===== src/rtl/wb_unit_if.sv =====
// Write-back unit bus: MEM/WB instruction handshake, load response, and
// register-file write / retire outputs.
interface wb_unit_if #(
    parameter int XLEN   = 32,
    parameter int REG_AW = 5,
    parameter int CNT_W  = 32
);
    logic              in_valid;
    logic              in_ready;
    logic              in_reg_write;
    logic [REG_AW-1:0] in_rd;
    logic [1:0]        in_wb_sel;
    logic [2:0]        in_funct3;
    logic [1:0]        in_addr_lo;
    logic [XLEN-1:0]   in_alu_result;
    logic [XLEN-1:0]   in_pc_plus4;
    logic [XLEN-1:0]   in_imm;
    logic              mem_rsp_valid;
    logic [XLEN-1:0]   mem_rsp_data;
    logic              rf_we;
    logic [REG_AW-1:0] rf_waddr;
    logic [XLEN-1:0]   rf_wdata;
    logic [CNT_W-1:0]  retire_count;

    modport master (
        output in_valid, in_reg_write, in_rd, in_wb_sel, in_funct3, in_addr_lo,
               in_alu_result, in_pc_plus4, in_imm, mem_rsp_valid, mem_rsp_data,
        input  in_ready, rf_we, rf_waddr, rf_wdata, retire_count
    );

    modport slave (
        input  in_valid, in_reg_write, in_rd, in_wb_sel, in_funct3, in_addr_lo,
               in_alu_result, in_pc_plus4, in_imm, mem_rsp_valid, mem_rsp_data,
        output in_ready, rf_we, rf_waddr, rf_wdata, retire_count
    );
endinterface


===== src/rtl/wb_unit.sv =====
// Write-back stage: selects write data, formats loads, waits for late load
// responses, and issues a registered one-cycle register-file write per retire.
module wb_unit #(
    parameter int XLEN   = 32,
    parameter int REG_AW = 5,
    parameter int CNT_W  = 32
) (
    input  logic        clk,
    input  logic        rst,
    wb_unit_if.slave    bus
);
    typedef enum logic {IDLE, WAIT_MEM} state_t;

    localparam logic [1:0] SEL_ALU = 2'b00;
    localparam logic [1:0] SEL_MEM = 2'b01;
    localparam logic [1:0] SEL_PC4 = 2'b10;

    state_t            state, state_nxt;
    logic              cap_we;
    logic [REG_AW-1:0] cap_rd;
    logic [2:0]        cap_f3;
    logic [1:0]        cap_alo;

    logic              done;
    logic              done_we;
    logic [REG_AW-1:0] done_rd;
    logic [XLEN-1:0]   done_data;
    logic              capture;
    logic              accept;

    logic              we_q;
    logic [REG_AW-1:0] waddr_q;
    logic [XLEN-1:0]   wdata_q;
    logic [CNT_W-1:0]  cnt_q;

    // Half lane uses only addr_lo[1]; misaligned halves are silently truncated.
    function automatic logic [XLEN-1:0] fmt_load(input logic [XLEN-1:0] d,
                                                 input logic [2:0] f3,
                                                 input logic [1:0] alo);
        logic [7:0]  b;
        logic [15:0] h;
        b = d[{alo, 3'b000} +: 8];
        h = alo[1] ? d[31:16] : d[15:0];
        case (f3)
            3'b000:  fmt_load = {{(XLEN-8){b[7]}}, b};
            3'b001:  fmt_load = {{(XLEN-16){h[15]}}, h};
            3'b100:  fmt_load = {{(XLEN-8){1'b0}}, b};
            3'b101:  fmt_load = {{(XLEN-16){1'b0}}, h};
            default: fmt_load = d;
        endcase
    endfunction

    assign bus.in_ready = (state == IDLE) && !rst;
    assign accept       = bus.in_valid && bus.in_ready;

    always_comb begin
        state_nxt = state;
        done      = 1'b0;
        done_we   = bus.in_reg_write;
        done_rd   = bus.in_rd;
        done_data = bus.in_alu_result;
        capture   = 1'b0;
        case (state)
            IDLE: begin
                if (accept) begin
                    case (bus.in_wb_sel)
                        SEL_ALU: done_data = bus.in_alu_result;
                        SEL_PC4: done_data = bus.in_pc_plus4;
                        SEL_MEM: done_data = fmt_load(bus.mem_rsp_data, bus.in_funct3,
                                                      bus.in_addr_lo);
                        default: done_data = bus.in_imm;
                    endcase
                    if (bus.in_wb_sel != SEL_MEM || bus.mem_rsp_valid) begin
                        done = 1'b1;
                    end else begin
                        capture   = 1'b1;
                        state_nxt = WAIT_MEM;
                    end
                end
            end
            WAIT_MEM: begin
                done_we   = cap_we;
                done_rd   = cap_rd;
                done_data = fmt_load(bus.mem_rsp_data, cap_f3, cap_alo);
                if (bus.mem_rsp_valid) begin
                    done      = 1'b1;
                    state_nxt = IDLE;
                end
            end
            default: state_nxt = IDLE;
        endcase
    end

    always_ff @(posedge clk or posedge rst) begin
        if (rst) begin
            state   <= IDLE;
            cap_we  <= 1'b0;
            cap_rd  <= '0;
            cap_f3  <= '0;
            cap_alo <= '0;
        end else begin
            state <= state_nxt;
            if (capture) begin
                cap_we  <= bus.in_reg_write;
                cap_rd  <= bus.in_rd;
                cap_f3  <= bus.in_funct3;
                cap_alo <= bus.in_addr_lo;
            end
        end
    end

    // Address/data follow every retire, even ones suppressed by rd=0 or no reg_write.
    always_ff @(posedge clk or posedge rst) begin
        if (rst) begin
            we_q    <= 1'b0;
            waddr_q <= '0;
            wdata_q <= '0;
            cnt_q   <= '0;
        end else begin
            we_q <= done && done_we && (done_rd != '0);
            if (done) begin
                waddr_q <= done_rd;
                wdata_q <= done_data;
                cnt_q   <= cnt_q + CNT_W'(1);
            end
        end
    end

    assign bus.rf_we        = we_q;
    assign bus.rf_waddr     = waddr_q;
    assign bus.rf_wdata     = wdata_q;
    assign bus.retire_count = cnt_q;
endmodule


===== src/flat_wrapper.sv =====
// flat-port wrapper written by rule: the top's interface ports become plain ports
module wb_unit_flat 
#(
    parameter int XLEN   = 32,
    parameter int REG_AW = 5,
    parameter int CNT_W  = 32
)
  (clk, rst, bus_in_valid, bus_in_reg_write, bus_in_rd, bus_in_wb_sel, bus_in_funct3, bus_in_addr_lo, bus_in_alu_result, bus_in_pc_plus4, bus_in_imm, bus_mem_rsp_valid, bus_mem_rsp_data, bus_in_ready, bus_rf_we, bus_rf_waddr, bus_rf_wdata, bus_retire_count);
  wb_unit_if #(.XLEN(XLEN), .REG_AW(REG_AW), .CNT_W(CNT_W)) bus_i ();
  input  logic clk;
  input  logic rst;
  input wire logic [$bits(bus_i.in_valid)-1:0] bus_in_valid;
  input wire logic [$bits(bus_i.in_reg_write)-1:0] bus_in_reg_write;
  input wire logic [$bits(bus_i.in_rd)-1:0] bus_in_rd;
  input wire logic [$bits(bus_i.in_wb_sel)-1:0] bus_in_wb_sel;
  input wire logic [$bits(bus_i.in_funct3)-1:0] bus_in_funct3;
  input wire logic [$bits(bus_i.in_addr_lo)-1:0] bus_in_addr_lo;
  input wire logic [$bits(bus_i.in_alu_result)-1:0] bus_in_alu_result;
  input wire logic [$bits(bus_i.in_pc_plus4)-1:0] bus_in_pc_plus4;
  input wire logic [$bits(bus_i.in_imm)-1:0] bus_in_imm;
  input wire logic [$bits(bus_i.mem_rsp_valid)-1:0] bus_mem_rsp_valid;
  input wire logic [$bits(bus_i.mem_rsp_data)-1:0] bus_mem_rsp_data;
  output wire logic [$bits(bus_i.in_ready)-1:0] bus_in_ready;
  output wire logic [$bits(bus_i.rf_we)-1:0] bus_rf_we;
  output wire logic [$bits(bus_i.rf_waddr)-1:0] bus_rf_waddr;
  output wire logic [$bits(bus_i.rf_wdata)-1:0] bus_rf_wdata;
  output wire logic [$bits(bus_i.retire_count)-1:0] bus_retire_count;
  assign bus_i.in_valid = bus_in_valid;
  assign bus_i.in_reg_write = bus_in_reg_write;
  assign bus_i.in_rd = bus_in_rd;
  assign bus_i.in_wb_sel = bus_in_wb_sel;
  assign bus_i.in_funct3 = bus_in_funct3;
  assign bus_i.in_addr_lo = bus_in_addr_lo;
  assign bus_i.in_alu_result = bus_in_alu_result;
  assign bus_i.in_pc_plus4 = bus_in_pc_plus4;
  assign bus_i.in_imm = bus_in_imm;
  assign bus_i.mem_rsp_valid = bus_mem_rsp_valid;
  assign bus_i.mem_rsp_data = bus_mem_rsp_data;
  assign bus_in_ready = bus_i.in_ready;
  assign bus_rf_we = bus_i.rf_we;
  assign bus_rf_waddr = bus_i.rf_waddr;
  assign bus_rf_wdata = bus_i.rf_wdata;
  assign bus_retire_count = bus_i.retire_count;
  wb_unit #(.XLEN(XLEN), .REG_AW(REG_AW), .CNT_W(CNT_W)) u_core (.clk(clk), .rst(rst), .bus(bus_i));
endmodule

===== config.mk =====
export PLATFORM = sky130hd
export DESIGN_NAME = wb_unit_flat
export DESIGN_NICKNAME = d
export VERILOG_FILES = /design/src/rtl/wb_unit_if.sv /design/src/rtl/wb_unit.sv /design/src/flat_wrapper.sv
export SDC_FILE = /design/constraint.sdc
export NUM_CORES = 1
export LEC_CHECK = 0
export ABC_AREA = 1
export BUFFER_PORTS_ARGS = -buffer_cell sky130_fd_sc_hd__buf_2
export CORE_MARGIN = 1.5
export CORE_UTILIZATION = 29
export CTS_CLUSTER_SIZE = 40
export DETAILED_ROUTE_END_ITERATION = 16
export PLACE_DENSITY = 0.59
export SETUP_SLACK_MARGIN = 0.05
export SYNTH_ARGS = -nofsm -noshare
export SYNTH_HDL_FRONTEND = slang
export SYNTH_SLANG_ARGS = --single-unit

===== constraint.sdc =====
create_clock -name clk -period 3 [get_ports clk]
set_input_delay 0.9 -clock clk [delete_from_list [all_inputs] [get_ports clk]]
set_output_delay 0.9 -clock clk [all_outputs]
set_load 0.01 [all_outputs]

==> flow_summary.toml, run 1 <==
[power_and_ir_drop]
p_seq_frac = 0.367
p_sw_frac = 0.381
leakage_nw = 4.28
power_switching_w = 0.00156
p_per_area_nw_per_um2 = 502
clkPwrFrac = 0.294
internal-power_w = 0.00253
p_total_w = 0.00409
pwr-share-comb = 0.339
vdd_ir_drop_max_mv = 0.286

[clock_tree]
cts_num_sinks = 82
numCtsBuffers = 9
clockBufferDepth = 2
cts_tree = "yes"
postCtsResizedCells = 0
ctsRootBufferMaster = "clkbuf_16"
worst_skew_pair.late_latency_ps = 350
htree_levels = 3
post_cts_buffers = 0
clk_pin_slew_ps = 60
cts_hold_buf = 0

[setup_path]
crit_chain = "buf_2 -> inv_4 -> nand2_1 -> nand2_1 -> a21oi_1 -> nand2_2 -> nand2_1 -> nand2_1 -> nand2_1 -> nand2_1 -> nand2_1 -> nand2_1"
crit_buf_inv = 2
cp-startpoint = "bus_in_addr_lo[1]"
crit_type = "in -> reg"
reg2reg_to = "u_core.bus.retire_count[10]"
cpPeakStageDelay_ps = 400
r2r_start = "u_core.state"
startpoint_type = "input pin"
end_kind = "flop"
cp_top_family = "simple AND/OR/NAND/NOR gates"
crit_arrival_ps = 2580
rrSetupSlack_ps = 830
critPathSlowestCell = "buf_2"
critical_path_peak_fanout = 26
worst_path_most_repeated_cell = "nand2_1"
worstPathRequired_ps = 3240
r2r.worst_path.cells = 7

[status]
run_status = "finished clean"

[floorplan]
coreArea_um2 = 21900
row_count = 54
dieWidth_um = 152
die-area_um2 = 23200
num_io_pins = 216
initial_core_util = 0.296
fp.dieH_um = 152

[logic_synthesis]
synth_nets = 1201
synth-seq-cells = 82
yosysUniqueCellTypes = 37
postSynthAreaPerCell_um2 = 6.14
syn_inst = 1055
ys_seq_area_frac = 0.317
synth-warning-count = 0
netlist_area_um2 = 6480

[global_routing]
grt_pass1_wl_um = 39300
top_usage_layer = "met2"
grt_pass1_vias = 7158
grt_max_degree = 83
met2_usage = 0.361
grt_antenna_before_repair = 0
met1_usage = 0.285
grt.total_usage = 0.216
gr-total-overflow = 0
use_met3 = 0.0327

[sta]
worstMarginPinSlew_ps = 673
period_needed_ps = 2340
rsz0062_at_grt = "no"
maxSlewHeadroom = 0.551
finalCritPeriodShare = 0.779
slew_viol_final = 0
timing.fmax_ghz = 0.428
finalHoldViolCount = 0
setup_viol = 0
fin_skew_ps = 8.07
fin_ws_ps = 664
fin_tns_setup_ps = 0

[route]
ant_nets = 0
routed-via-count = 7555
route.detailed.drc = 0
drt_iter0_drc = 511
via_per_inst = 4.93
drt-total-wl_um = 25200
post_drt_wl_per_cell_um = 16.4
drt_pre_antenna_iters = 7

[hold_path]
worst_hold_startpoint = "u_core.bus.rf_waddr[0]"
hp-class = "reg -> reg"
holdPathEnd = "u_core.bus.rf_waddr[0]"
min_path_cells = 2

[placed_design]
dp_hpwl_um = 19600
place_congestion = 0.923
dpl_cell_area_um2 = 7830
portBuffers = 215
pre_cts_slack_ps = 348

[finish]
utilization = 0.372
final_layout_size_suffix_gt1_frac = 0.229
insertedDiodeCount = 0
fin_nets = 1395
fin_area_um2 = 8150
synthToLayoutAreaGrowth_pct = 25.8

[run]
cap_violations = 0
## through the flow
stage,hold slack (ps),cells
3_3_place_gp,469,1518
6_report,477,1534
5_1_grt,509,1534
2_1_floorplan,454,1055
3_5_place_dp,467,1518
4_1_cts,484,1534
## power groups by stage
stage	registers [W]	logic [W]	clock network (W)
after CTS	0.00150	0.00139	0.00124
after global routing	0.00153	0.00155	0.00128
final	0.00150	0.00139	0.00120
after floorplan	0.00153	0.000778	0
after global placement	0.00152	0.00137	0
after detailed placement	0.00152	0.00138	0
## layer usage
layer / share of wire / vias up
met3: 0.066 / 46
met4: 0.026 / 0
met2: 0.46 / 304
li1: - / 3775
met5: 0 / -
met1: 0.44 / 3430
## placed cells by master, fill, tap and decap left out, types with 4 or more instances in the layout
cell	n
a21oi_1	115
a221oi_1	5
a31oi_1	8
buf_2	215
buf_4	18
clkbuf_16	9
dfrtp_1	82
inv_1	77
mux2_2	5
mux2i_1	4
nand2_1	368
nand3_1	42
nand3b_1	4
nand4_1	10
nor2_1	130
nor3_1	13
o21ai_0	73
or2_2	16
xnor2_1	6
xor2_1	20
## state kept, by name, indices dropped and copies added (netlist names)
name	cells
u_core.bus.retire_count	32
u_core.bus.rf_wdata	32
u_core.bus.rf_waddr	5
u_core.cap_rd	5
u_core.cap_f3	3
u_core.cap_alo	2
u_core.bus.rf_we	1
u_core.cap_we	1
u_core.state	1
## cells by family after synthesis
| group | Yosys count | synth area share |
|---|---|---|
| DFF | 82 | 0.317 |
| AOI/OAI and AO/OA | 205 | 0.166 |
| and+or+nand+nor | 595 | 0.377 |
| adders and majority gates | 1 | 0.00193 |
| muxes | 9 | 0.0149 |
| xor gates and xnor gates | 26 | 0.0352 |
| buffers and inverters | 137 | 0.0889 |
## synth_stat cells
cell type / instances / area (um2)
buf_4: 8 / 60.1
xor2_1: 20 / 175
nor3_1: 13 / 65.1
ha_1: 1 / 12.5
nor3b_1: 1 / 7.51
nand2_1: 368 / 1380
clkinv_1: 3 / 11.3
a31oi_1: 8 / 50.1
inv_4: 1 / 6.26
inv_2: 3 / 11.3
nor2_2: 1 / 6.26
xnor2_1: 6 / 52.6
o211ai_1: 3 / 22.5
o21ai_0: 73 / 365
buf_1: 1 / 3.75
and2_1: 1 / 6.26
inv_1: 78 / 293
mux2i_1: 4 / 40.0
nor3_2: 2 / 20.0
clkbuf_1: 25 / 93.8
a21oi_1: 115 / 576
and3_1: 1 / 6.26
a21oi_4: 1 / 16.3
buf_6: 1 / 11.3
nor2_4: 1 / 11.3
nand4_1: 10 / 62.6
dfrtp_1: 82 / 2050
a221oi_1: 5 / 43.8
nor3_4: 1 / 16.3
mux2_2: 5 / 56.3
buf_2: 17 / 85.1
or2_2: 16 / 100
nand3_1: 42 / 210
nand2_2: 3 / 18.8
nand3_2: 1 / 10.0
nand3b_1: 4 / 30.0
nor2_1: 130 / 488
## worst min-delay path: cells and delay by family, from the launching register on
family / cells / cell delay (ps)
simple gates: 1 / 50
compound gates: 1 / 50
flops: 1 / 340
## cell type report
type / instances / area (um2)
Fill cell: 2505 / 13700
Multi-Input combinational cell: 836 / 3850
Sequential cell: 82 / 2050
Timing Repair Buffer: 235 / 1250
Tap cell: 280 / 350
Inverter: 85 / 325
Clock buffer: 9 / 225
Clock inverter: 7 / 93.8
## worst max path at each step
stage,end,slack (ps),cells after the start
6_report,u_core.bus.rf_wdata[23],660,12
2_1_floorplan,u_core.bus.rf_wdata[16],930,13
5_1_grt,u_core.bus.rf_wdata[28],460,12
3_5_place_dp,u_core.bus.rf_wdata[23],350,12
3_3_place_gp,u_core.bus.rf_wdata[23],360,12
4_1_cts,u_core.bus.rf_wdata[23],720,12
(Power assumes the default switching activity.)
==> run 2, diff against run 1 <==
--- a/config.mk
+++ b/config.mk
@@ -11,7 +11,7 @@
 export CORE_UTILIZATION = 29
 export CTS_CLUSTER_SIZE = 40
 export DETAILED_ROUTE_END_ITERATION = 16
-export PLACE_DENSITY = 0.59
+export PLACE_DENSITY = 0.57
 export SETUP_SLACK_MARGIN = 0.05
 export SYNTH_ARGS = -nofsm -noshare
 export SYNTH_HDL_FRONTEND = slang
==> constraint.sdc (replaced) <==
create_clock -name clk -period 2.3 [get_ports clk]
set_input_delay 0.69 -clock clk [delete_from_list [all_inputs] [get_ports clk]]
set_output_delay 0.69 -clock clk [all_outputs]
set_load 0.01 [all_outputs]
==> run 2 against run 1 <==
- clock power is 15% higher
- total power is 26% higher
- setup slack lost 180 ps
- hold slack worse by 13 ps
- combinational power is 35% higher
- cell count rose by 1.1%
- via count fell by 0.61%
==> flow_summary.toml, run 2 (synthesis gave the netlist of run 1 again) <==
[floorplan]
coreArea_um2 = 21900
die-area_um2 = 23200
fp.dieH_um = 152
row_count = 54
num_io_pins = 216
dieWidth_um = 152
initial_core_util = 0.296

[sta]
holdWs_ps = 464
fin_tns_setup_ps = 0
timing.fmax_ghz = 0.552
finalHoldViolCount = 0
worstMarginPinSlew_ps = 480
finalCritPeriodShare = 0.788
fin_skew_ps = 8.73
period_needed_ps = 1810
maxSlewHeadroom = 0.680
rsz0062_at_grt = "no"
setup_viol = 0
slew_viol_final = 0

[clock_tree]
numCtsBuffers = 9
clockBufferDepth = 2
cts_num_sinks = 82
post_cts_buffers = 0
worst_skew_pair.late_latency_ps = 350
cts_hold_buf = 0
postCtsResizedCells = 0
clk_pin_slew_ps = 60
ctsRootBufferMaster = "clkbuf_16"
htree_levels = 3
cts_tree = "yes"

[placed_design]
portBuffers = 215
place_congestion = 0.929
dp_hpwl_um = 20000

[setup_path]
rrSetupSlack_ps = 490
r2r.worst_path.cells = 8
critical_path_peak_fanout = 16
end_kind = "flop"
r2r_start = "u_core.state"
reg2reg_to = "u_core.bus.retire_count[15]"
worstPathRequired_ps = 2580
crit_arrival_ps = 2090
crit_type = "reg -> reg"
startpoint_type = "flop"

[power_and_ir_drop]
leakage_nw = 4.35
p_seq_frac = 0.371
vdd_ir_drop_max_mv = 0.421
pwr-share-comb = 0.362
p_per_area_nw_per_um2 = 625
clkPwrFrac = 0.267
internal-power_w = 0.00316
p_sw_frac = 0.389
power_switching_w = 0.00201

[hold_path]
hp-class = "in -> async"

[finish]
final_layout_size_suffix_gt1_frac = 0.239
ff_latch_area_um2 = 2050
insertedDiodeCount = 0
fillers = 2517
fin_nets = 1412
synthToLayoutAreaGrowth_pct = 27.6
multi_input_area_um2 = 3850
layout_common_cells = "nand2_1 (368), buf_2 (215), nor2_1 (130)"
utilization = 0.377
final_common_cell = "nand2_1"

[route]
drt_pre_antenna_iters = 5
ant_nets = 0
routed-via-count = 7509
route.detailed.drc = 0
via_per_inst = 4.84
drt_iter0_drc = 500
drt-total-wl_um = 25000
post_drt_wl_per_cell_um = 16.1

[global_routing]
grt_max_degree = 83
gr-total-overflow = 0
grt_pass1_vias = 7031
grt_pass1_wl_um = 38900
grt_antenna_before_repair = 0
grt.total_usage = 0.214

[run]
cap_violations = 0

[status]
run_status = "finished clean"
run 2: worst max-delay path by stage:
stage / from / slack, ps / to
4_1_cts: u_core.state / 470 / u_core.bus.retire_count[15]
3_5_place_dp: bus_in_wb_sel[1] / 140 / u_core.bus.retire_count[7]
2_1_floorplan: bus_in_addr_lo[1] / 440 / u_core.bus.rf_wdata[16]
6_report: u_core.state / 490 / u_core.bus.retire_count[15]
5_1_grt: u_core.bus.retire_count[0] / 290 / u_core.bus.retire_count[16]
3_3_place_gp: bus_in_wb_sel[1] / 160 / u_core.bus.retire_count[7]
run 2: area by class of cell:
| class | count | area share |
|---|---|---|
| inverters | 85 | 0.0394 |
| multi-input cells | 836 | 0.466 |
| repair buffers | 252 | 0.170 |
| clock buffers | 10 | 0.0289 |
| clock inverters | 6 | 0.00515 |
| flip-flops and latches | 82 | 0.248 |
| well taps | 280 | 0.0424 |
run 2: power by group through the flow:
stage               sequential [W]  combinational (W)  clock [W]
floorplan                  0.00200            0.00102          0
CTS                        0.00192            0.00188    0.00142
global route               0.00196            0.00208    0.00149
finish                     0.00192            0.00187    0.00138
detailed placement         0.00195            0.00187          0
global placement           0.00195            0.00185          0
run 2: worst max-delay path, stage by stage, from the launching register on:
cell and delay (ps):
dfrtp_1 430, buf_4 220, nand2_1 110, a21oi_4 250, inv_2 200, nor2_2 170, nand2_1 100, nor2_1 120
xor2_1 140
run 2: per-stage QoR:
step / instance area [um2] / setup WS [ps] / power (W) / cells
after global placement: 7980 / 159 / 0.00380 / 1535
final: 8260 / 487 / 0.00516 / 1551
after floorplan: 6480 / 443 / 0.00301 / 1055
after global routing: 8260 / 294 / 0.00553 / 1551
after detailed placement: 7980 / 141 / 0.00381 / 1535
after CTS: 8260 / 466 / 0.00522 / 1551
run 2: layer usage:
layer / share of wire / up-vias / routed length [um] / GRT usage
met5: 0 / - / 0 / 0
met4: 0.016 / 0 / 394 / 0.0531
met3: 0.070 / 27 / 1750 / 0.0415
met2: 0.47 / 311 / 11700 / 0.352
met1: 0.45 / 3368 / 11200 / 0.289
li1: - / 3803 / - / -
==> run 3, diff against run 2 <==
--- a/config.mk
+++ b/config.mk
@@ -11,7 +11,7 @@
 export CORE_UTILIZATION = 29
 export CTS_CLUSTER_SIZE = 40
 export DETAILED_ROUTE_END_ITERATION = 16
-export PLACE_DENSITY = 0.57
+export PLACE_DENSITY = 0.59
 export SETUP_SLACK_MARGIN = 0.05
 export SYNTH_ARGS = -nofsm -noshare
 export SYNTH_HDL_FRONTEND = slang
==> constraint.sdc (replaced) <==
create_clock -name clk -period 1.63 [get_ports clk]
set_input_delay 0.489 -clock clk [delete_from_list [all_inputs] [get_ports clk]]
set_output_delay 0.489 -clock clk [all_outputs]
set_load 0.01 [all_outputs]
==> run 3 against run 2 <==
- sequential share of layout area fell by 3.1 points
- hold slack got worse by 79 ps
- sequential cell count did not move
- global-route usage rose by 0.77 points
- largest power group is now combinational cells
- maximum frequency rose by 14%
- cell count rose by 6.1%
- via count rose by 6.6%
- clock power rose by 51%
- sequential power rose by 40%
==> flow_summary.toml, run 3 (synthesis gave the netlist of run 1 again) <==
[status]
run_status = "finished clean"

[floorplan]
coreArea_um2 = 21900
initial_core_util = 0.296
num_io_pins = 216
fp.dieH_um = 152
dieWidth_um = 152
row_count = 54
die-area_um2 = 23200

[route]
drt_pre_antenna_iters = 5
drt_iter0_drc = 464
drt-total-wl_um = 27200
via_per_inst = 4.87
routed-via-count = 8005
post_drt_wl_per_cell_um = 16.5
ant_nets = 0
route.detailed.drc = 0

[power_and_ir_drop]
p_per_area_nw_per_um2 = 865
leakage_nw = 4.94
vdd_ir_drop_max_mv = 0.609

[placed_design]
portBuffers = 215
dp_hpwl_um = 21100
dp_cells = 1609
place_congestion = 0.938

[clock_tree]
cts_hold_buf = 0
cts_num_sinks = 82
htree_levels = 3
clk_pin_slew_ps = 70
worst_skew_pair.late_latency_ps = 350
numCtsBuffers = 9
cts_tree = "yes"
clockBufferDepth = 2
ctsRootBufferMaster = "clkbuf_16"

[finish]
layout_common_cells = "nand2_1 (349), buf_2 (215), nor2_1 (117)"
final_cells = 1645
fillers = 2418
final_layout_size_suffix_gt1_frac = 0.347
fin_nets = 1506
synthToLayoutAreaGrowth_pct = 46.7
multi_input_area_um2 = 4160
final_common_cell = "nand2_1"
ff_latch_area_um2 = 2060
insertedDiodeCount = 0

[setup_path]
cpPeakStageDelay_ps = 420
worstPathRequired_ps = 1870
crit_arrival_ps = 1830
end_kind = "flop"
crit_chain = "ha_4 -> nand2_2 -> nor2_4 -> nand2_2 -> nor2_2 -> nand4_1 -> xor2_1 -> nand2_1 -> nand2_1"
critical_path_peak_fanout = 4
startpoint_type = "flop"
crit_type = "reg -> reg"
critPathSlowestCell = "dfrtp_2"

[sta]
fin_skew_ps = 5.54
worstMarginPinSlew_ps = 464
fin_tns_setup_ps = 0
rsz0062_at_grt = "yes"
finalHoldViolCount = 0
period_needed_ps = 1590
slew_viol_final = 0
setup_viol = 0
timing.fmax_ghz = 0.629
maxSlewHeadroom = 0.691
finalCritPeriodShare = 0.975

[hold_path]
hp-class = "in -> reg"

[global_routing]
gr-total-overflow = 0
grt_max_degree = 83
grt_pass1_vias = 7580
grt.total_usage = 0.222
grt_antenna_before_repair = 1
grt_pass1_wl_um = 40500

[run]
cap_violations = 0
==> run 3: final timing paths <==
check                           slack (ps)                     endpoint  depth (start not counted)                       start
worst min register to register         480      u_core.bus.rf_wdata[19]                          2     u_core.bus.rf_wdata[19]
min in group asynchronous              390             u_core.cap_rd[3]                          4                         rst
worst max register to register          40  u_core.bus.retire_count[24]                          9  u_core.bus.retire_count[0]
worst min-delay path                   380             u_core.cap_rd[3]                          2                bus_in_rd[3]
max in group asynchronous              860   u_core.bus.retire_count[0]                          4                         rst
worst max-delay path                    40  u_core.bus.retire_count[24]                          9  u_core.bus.retire_count[0]
==> run 3: where the power goes <==
part / total [W] / switching [W] / internal [W]
logic: 0.00345 / 0.00200 / 0.00145
clock network: 0.00209 / 0.000905 / 0.00118
registers: 0.00269 / 0.000277 / 0.00241
==> run 3: final cells by class <==
| type | count | area share |
|---|---|---|
| clock buffer | 9 | 0.0237 |
| clock inverter | 7 | 0.00737 |
| inverter | 85 | 0.0349 |
| multi-input combinational | 836 | 0.438 |
| sequential | 82 | 0.217 |
| tap | 280 | 0.0369 |
| timing repair buffer | 346 | 0.243 |
==> run 3: what timing repair did <==
action	in CTS	in global routing
setup endpoints to repair	66	59
cloned	1	3
setup buffers	6	10
resized for setup	22	82
pin swaps	5	30
==> run 3: routing by layer <==
| layer | vias up | part of all wire | GRT usage | wire length (um) |
|---|---|---|---|---|
| met2 | 313 | 0.48 | 0.378 | 13000 |
| met1 | 3662 | 0.45 | 0.291 | 12100 |
| met3 | 36 | 0.058 | 0.0358 | 1570 |
| met5 | - | 0.00044 | 0 | 12 |
| met4 | 2 | 0.017 | 0.0614 | 457 |
| li1 | 3992 | - | - | - |
==> run 3: through the flow <==
step	setup WS, ps	total power (W)	area, um2	utilization	hold WS (ps)
2_1_floorplan	54.7	0.00426	6490	-	454
3_3_place_gp	-310	0.00570	8620	0.394	461
3_5_place_dp	-318	0.00573	8620	0.394	460
4_1_cts	30.3	0.00795	9070	0.414	378
5_1_grt	-21.4	0.00872	9500	0.434	380
6_report	40.3	0.00822	9500	0.434	385
==> run 3: critical path, delay by kind of cell (launching register included) <==
| family | cells | cell delay (ps) |
|---|---|---|
| and+or+nand+nor | 7 | 710 |
| DFF | 1 | 420 |
| xor gates and xnor gates | 1 | 200 |
| adders and majority gates | 1 | 160 |
